==> src/rtl/vga_timing_pkg.sv <==
// rtl/vga_timing_pkg.sv - default 640x480@60 timing constants, blanking sentinels and sync window helper
package vga_timing_pkg;

   localparam int DEF_CLK_DIV   = 4;
   localparam int DEF_H_VISIBLE = 640;
   localparam int DEF_H_FRONT   = 16;
   localparam int DEF_H_SYNC    = 96;
   localparam int DEF_H_BACK    = 48;
   localparam int DEF_V_VISIBLE = 480;
   localparam int DEF_V_FRONT   = 10;
   localparam int DEF_V_SYNC    = 2;
   localparam int DEF_V_BACK    = 33;

   localparam int H_TOTAL = DEF_H_VISIBLE + DEF_H_FRONT + DEF_H_SYNC + DEF_H_BACK;
   localparam int V_TOTAL = DEF_V_VISIBLE + DEF_V_FRONT + DEF_V_SYNC + DEF_V_BACK;

   localparam int HS_START = DEF_H_VISIBLE + DEF_H_FRONT;
   localparam int HS_END   = HS_START + DEF_H_SYNC;
   localparam int VS_START = DEF_V_VISIBLE + DEF_V_FRONT;
   localparam int VS_END   = VS_START + DEF_V_SYNC;

   localparam logic [9:0] COL_BLANK = 10'd1023;
   localparam logic [8:0] ROW_BLANK = 9'd511;

   // Half-open window test [lo, hi) on a 10-bit counter value.
   function automatic logic in_window(input logic [9:0] v, input logic [9:0] lo,
                                      input logic [9:0] hi);
      return (v >= lo) && (v < hi);
   endfunction

endpackage

==> src/rtl/pix_tick_gen.sv <==
// rtl/pix_tick_gen.sv - CLK_DIV prescaler producing the one-clk pixel strobe
module pix_tick_gen
   import vga_timing_pkg::*;
#(
   parameter int CLK_DIV = DEF_CLK_DIV
) (
   input  logic clk,
   input  logic rst,
   output logic pix_en
);

   localparam int W = (CLK_DIV > 2) ? $clog2(CLK_DIV) : 1;
   localparam logic [W-1:0] LAST = W'(CLK_DIV - 1);

   logic [W-1:0] presc;

   always_ff @(posedge clk) begin
      if (rst) begin
         presc <= '0;
      end else if (presc == LAST) begin
         presc <= '0;
      end else begin
         presc <= presc + 1'b1;
      end
   end

   // Decoded straight from the prescaler register, so it is low throughout reset.
   assign pix_en = (presc == LAST);

endmodule

==> src/rtl/vga_timing_gen.sv <==
// rtl/vga_timing_gen.sv - VGA raster counters with registered coordinates, blanking and sync outputs
module vga_timing_gen
   import vga_timing_pkg::*;
#(
   parameter int CLK_DIV         = DEF_CLK_DIV,
   parameter int H_VISIBLE       = DEF_H_VISIBLE,
   parameter int H_FRONT         = DEF_H_FRONT,
   parameter int H_SYNC          = DEF_H_SYNC,
   parameter int H_BACK          = DEF_H_BACK,
   parameter int V_VISIBLE       = DEF_V_VISIBLE,
   parameter int V_FRONT         = DEF_V_FRONT,
   parameter int V_SYNC          = DEF_V_SYNC,
   parameter int V_BACK          = DEF_V_BACK,
   parameter int SYNC_ACTIVE_LOW = 1
) (
   input  logic       clk,
   input  logic       rst,
   output logic       pix_en,
   output logic [9:0] col_addr,
   output logic [8:0] row_addr,
   output logic       rdn,
   output logic       hs,
   output logic       vs,
   output logic       frame_start
);

   localparam logic [9:0] H_LAST = 10'(H_VISIBLE + H_FRONT + H_SYNC + H_BACK - 1);
   localparam logic [9:0] V_LAST = 10'(V_VISIBLE + V_FRONT + V_SYNC + V_BACK - 1);
   localparam logic [9:0] H_VIS  = 10'(H_VISIBLE);
   localparam logic [9:0] V_VIS  = 10'(V_VISIBLE);
   localparam logic [9:0] HS_LO  = 10'(H_VISIBLE + H_FRONT);
   localparam logic [9:0] HS_HI  = 10'(H_VISIBLE + H_FRONT + H_SYNC);
   localparam logic [9:0] VS_LO  = 10'(V_VISIBLE + V_FRONT);
   localparam logic [9:0] VS_HI  = 10'(V_VISIBLE + V_FRONT + V_SYNC);
   localparam logic       SYNC_IDLE = (SYNC_ACTIVE_LOW != 0);

   logic [9:0] hcnt, vcnt;
   logic [9:0] h_nxt, v_nxt;
   logic       h_last, v_last;
   logic       h_vis_nxt, v_vis_nxt;

   pix_tick_gen #(.CLK_DIV(CLK_DIV)) u_tick (
      .clk    (clk),
      .rst    (rst),
      .pix_en (pix_en)
   );

   always_comb begin
      h_last    = (hcnt == H_LAST);
      v_last    = (vcnt == V_LAST);
      h_nxt     = h_last ? '0 : hcnt + 10'd1;
      v_nxt     = vcnt;
      if (h_last) begin
         v_nxt = v_last ? '0 : vcnt + 10'd1;
      end
      h_vis_nxt = (h_nxt < H_VIS);
      v_vis_nxt = (v_nxt < V_VIS);
   end

   assign frame_start = pix_en & h_last & v_last;

   // Outputs are decoded from the post-increment counts so they line up with the counters.
   always_ff @(posedge clk) begin
      if (rst) begin
         hcnt     <= '0;
         vcnt     <= '0;
         col_addr <= '0;
         row_addr <= '0;
         rdn      <= 1'b0;
         hs       <= SYNC_IDLE;
         vs       <= SYNC_IDLE;
      end else if (pix_en) begin
         hcnt     <= h_nxt;
         vcnt     <= v_nxt;
         col_addr <= h_vis_nxt ? h_nxt : COL_BLANK;
         row_addr <= v_vis_nxt ? v_nxt[8:0] : ROW_BLANK;
         rdn      <= ~(h_vis_nxt & v_vis_nxt);
         hs       <= in_window(h_nxt, HS_LO, HS_HI) ^ SYNC_IDLE;
         vs       <= in_window(v_nxt, VS_LO, VS_HI) ^ SYNC_IDLE;
      end
   end

endmodule

==> config.mk <==
export PLATFORM = sky130hd
export DESIGN_NAME = vga_timing_gen
export DESIGN_NICKNAME = d
export VERILOG_FILES = /design/src/rtl/vga_timing_pkg.sv /design/src/rtl/pix_tick_gen.sv /design/src/rtl/vga_timing_gen.sv
export SDC_FILE = /design/constraint.sdc
export NUM_CORES = 1
export LEC_CHECK = 0
export CORE_AREA = 5 5 81 83
export DETAILED_ROUTE_END_ITERATION = 6
export DIE_AREA = 0 0 86 88
export PLACE_DENSITY = 0.71
export SETUP_SLACK_MARGIN = 0.02
export SYNTH_ARGS = -nofsm -noshare
export SYNTH_HDL_FRONTEND = slang
export SYNTH_HIERARCHICAL = 1
export SYNTH_SLANG_ARGS = --single-unit
==> constraint.sdc <==
create_clock -name clk -period 2.1 [get_ports clk]
set_input_delay 0.63 -clock clk [delete_from_list [all_inputs] [get_ports clk]]
set_output_delay 0.63 -clock clk [all_outputs]
set_load 0.05 [all_outputs]
==> results by group <==
STA
  • Remaining max-slew budget at the tightest pin: around 65%
  • Number of pins exceeding their max-slew limit in the final report: 0
  • F_max: about 430 MHz
  • Final critical delay including setup and external delays: ~2400 ps
  • Post-Route Skew: roughly 7.5 ps
  • Final total negative setup slack: -1290 ps
  • Slack of the critical path: -250 ps
  • Number of failing setup endpoints in the final timing report: 8
  • RSZ-0062 raised after global routing: yes
  • Worst hold margin: 474 ps
  • Final Cycle Share: 112%
  • Transition time at the pin with the least slew margin: roughly 530 ps
  • Total count of hold-check failures in the final report: 0

Min path
  • Type of the tightest min-delay check: register to register
  • Capture endpoint of the worst hold path: col_addr[9]$_SDFFE_PP0P_
  • Startpoint of the lowest-slack hold path: col_addr[9]$_SDFFE_PP0P_
  • Number of instances on the worst hold path: 1

Synthesis
  • Sequential-to-total area share from yosys stat: 34.9%
  • Number of synthesized register bits: 44
  • Number of synthesized flops with an enable pin: 0
  • Main flop type after synthesis: dfxtp_1
  • Fraction of registers with async set or reset after synthesis: 0%
  • Synthesis warning total: 6
  • Area of the mapped netlist: approximately 2500 um2
  • Number of distinct library cells after synthesis: 56
  • Post-Synthesis Net Count: ~300
  • Mapped Cells: a little under 300
  • Post-Synthesis Mean Instance Area: about 8.5 um2

Placement
  • HPWL Detailed: roughly 4200 um
  • Number of buffers added on ports: 25
  • Dpl ws: -20.7 ps
  • Placer Congestion: between 0.8 and 0.9
  • Cell Count Post-Placement: roughly 410
  • Post-placement cell area: approximately 3000 um2

Floorplanning
  • Number of rows in the core area: 28
  • Full die area: approximately 7600 um2
  • I/O pin cnt: 26
  • Die H: about 90 um
  • Die span in x: roughly 86 um
  • Starting density of the core: 43.7%
  • Core Area: between 5000 and 6000 um2

Pwr
  • Pwr Total: slightly below 2 mW
  • Worst VDD drop: 0.000309 V
  • Static Leak: 1.26 nW
  • PD cells: 593 nW/um2

Clock network
  • H-Tree Level Count: 2
  • Skew-Pair Late Insertion Delay: 310 ps
  • CTS clk-pin slew, worst paths: roughly 80 ps
  • Root Driver: clkbuf_8
  • TritonCTS clock tree: built
  • Maximum count of clock buffers along a single path: 2
  • TritonCTS buffer count: 5
  • Hold bufs inserted after CTS: 0
  • Clk sinks: between 40 and 50

Routing
  • Vias post-DR: about 2400
  • Routed WL per cell: around 15 um
  • Via-to-Cell Ratio: 5.56
  • DRT antenna net count: 0
  • Final wirelength: ~6400 um
  • 1st-pass router iterations: 4
  • Number of remaining DRC errors: 0
  • Drt initial violations: 133

Global route
  • Antenna violations before repair: 0
  • Tot GR Track Use: 17.2%
  • Global-route wire length before repair: approximately 10000 um
  • Total congestion overflow after global routing: 0
  • Via count of the first global-routing pass: ~2300
  • Largest net degree at the start of global routing: 49

Finish
  • Layout filler cell count: just over 500
  • Proportion of layout cells with a drive suffix above 1: ~39%
  • Area taken by flip-flops and latches: roughly 890 um2
  • Layout Nets: 359
  • Share of the core filled with cells: roughly 58%
  • Relative area change from synthesis to final layout: 32.3%
  • Most common cell after layout, fill and taps aside: buf_4
  • Multi-input combinational cell area: approximately 1600 um2
  • Non-filler cells in the finished layout: 429
  • Antenna cell count: 0
  • Final non-filler cell area: between 3000 and 4000 um2
  • Most frequent cells in the layout: buf_4 (66), nor2_1 (45), dfxtp_1 (38)

Worst setup path
  • Kind of capture point of the worst setup path: primary output
  • Reg2Reg Capture Point: row_addr[1]$_SDFFE_PP0P_
  • Setup CP Type: register to primary output
  • Worst Reg-to-Reg Cells: 8
  • Crit Reg-Reg Startpoint: hcnt[6]$_SDFFE_PP0P_
  • CP arrival: around 1700 ps
  • Reg-to-reg setup timing slack: -170 ps
  • Nature of the critical path startpoint: register
  • Crit Path Max Fanout: 2
  • Endpoint required time on the critical path: roughly 1500 ps

Run
  • Number of max-cap violations: 0

Status
  • Failing checks: negative setup slack
  • Status: finished, violations left
==> per-layer routing <==
metal  routed length [um]  track usage [%]  part of all wire [%]
met4                  153             7.05                   2.4
met1                 2900             21.6                    46
met2                 3020             28.9                    47
met3                  286             3.48                   4.5
met5                    0                0                     0
==> how the worst max path moves through the flow <==
| stage | startpoint | to | slack, ps | depth (start not counted) |
|---|---|---|---|---|
| 2_1_floorplan | hcnt[6]$_SDFFE_PP0P_ | frame_start | -270 | 6 |
| 3_3_place_gp | hcnt[6]$_SDFFE_PP0P_ | frame_start | -5 | 5 |
| 3_5_place_dp | hcnt[6]$_SDFFE_PP0P_ | row_addr[0]$_SDFFE_PP0P_ | -20 | 7 |
| 4_1_cts | hcnt[6]$_SDFFE_PP0P_ | frame_start | -220 | 5 |
| 5_1_grt | hcnt[6]$_SDFFE_PP0P_ | frame_start | -300 | 5 |
| 6_report | hcnt[6]$_SDFFE_PP0P_ | frame_start | -250 | 5 |
==> final cells by class <==
class / instances / share of cell area (%)
Clock buffer: 6 / 2.47
Clock inverter: 2 / 1.16
Inverter: 4 / 0.449
Multi-Input combinational cell: 222 / 48.0
Sequential cell: 44 / 26.6
Tap cell: 75 / 2.81
Timing Repair Buffer: 76 / 18.5
==> where the power goes <==
part           total, mW  switching, mW  internal, mW  leakage, nW
Clock              0.691          0.302         0.389       0.0614
Combinational      0.383          0.239         0.145        0.835
Sequential         0.909         0.0315         0.878        0.360
Total               1.98          0.572          1.41         1.26
==> Yosys cell counts (6+ instances only) <==
library cell	n	area (um2)
nor3_1	9	45.0
o21ai_0	6	30.0
clkbuf_1	9	33.8
a211oi_1	14	105
xor2_1	8	70.1
dfxtp_1	44	881
and2_1	7	43.8
nand2_1	24	90.1
nand3_1	15	75.1
nand4_1	8	50.1
nor2_1	46	173
buf_6	8	90.1
a21oi_1	11	55.1
xnor2_1	8	70.1
==> critical path, cell delays in order (launching register included) <==
cell and delay, ps:
dfxtp_2 330, or4b_4 560, nor3_4 200, nand2_4 80, nor2_4 110, buf_12 140
==> state kept, by name (all words and copies together), names as in the netlist <==
name / cells
hcnt: 10
hs: 1
vs: 1
col_addr: 10
u_tick/presc: 2
row_addr: 9
vcnt: 10
rdn: 1
==> cell families (layout without fill, tap and decap cells) <==
group                    count (synthesis)  after routing  share of synthesized area (%)
AND/OR/NAND/NOR                        139            139                           29.8
AO/OA/AOI/OAI                           60             60                           18.5
flip-flops                              44             44                           34.9
buffers and inverters                   32             88                           8.17
XOR/XNOR                                16             16                           5.54
adder cells (fa/ha/maj)                  4              4                           1.98
multiplexers                             3              3                           1.24
==> what timing repair did <==
item | 4_1_cts | 5_1_grt
buffers inserted | 10 | 4
cloned | 0 | 0
pin swaps | 13 | 13
gates resized for setup | 16 | 18
setup endpoints to repair | 8 | 25
Note: power is estimated with default switching activity, not from simulation.
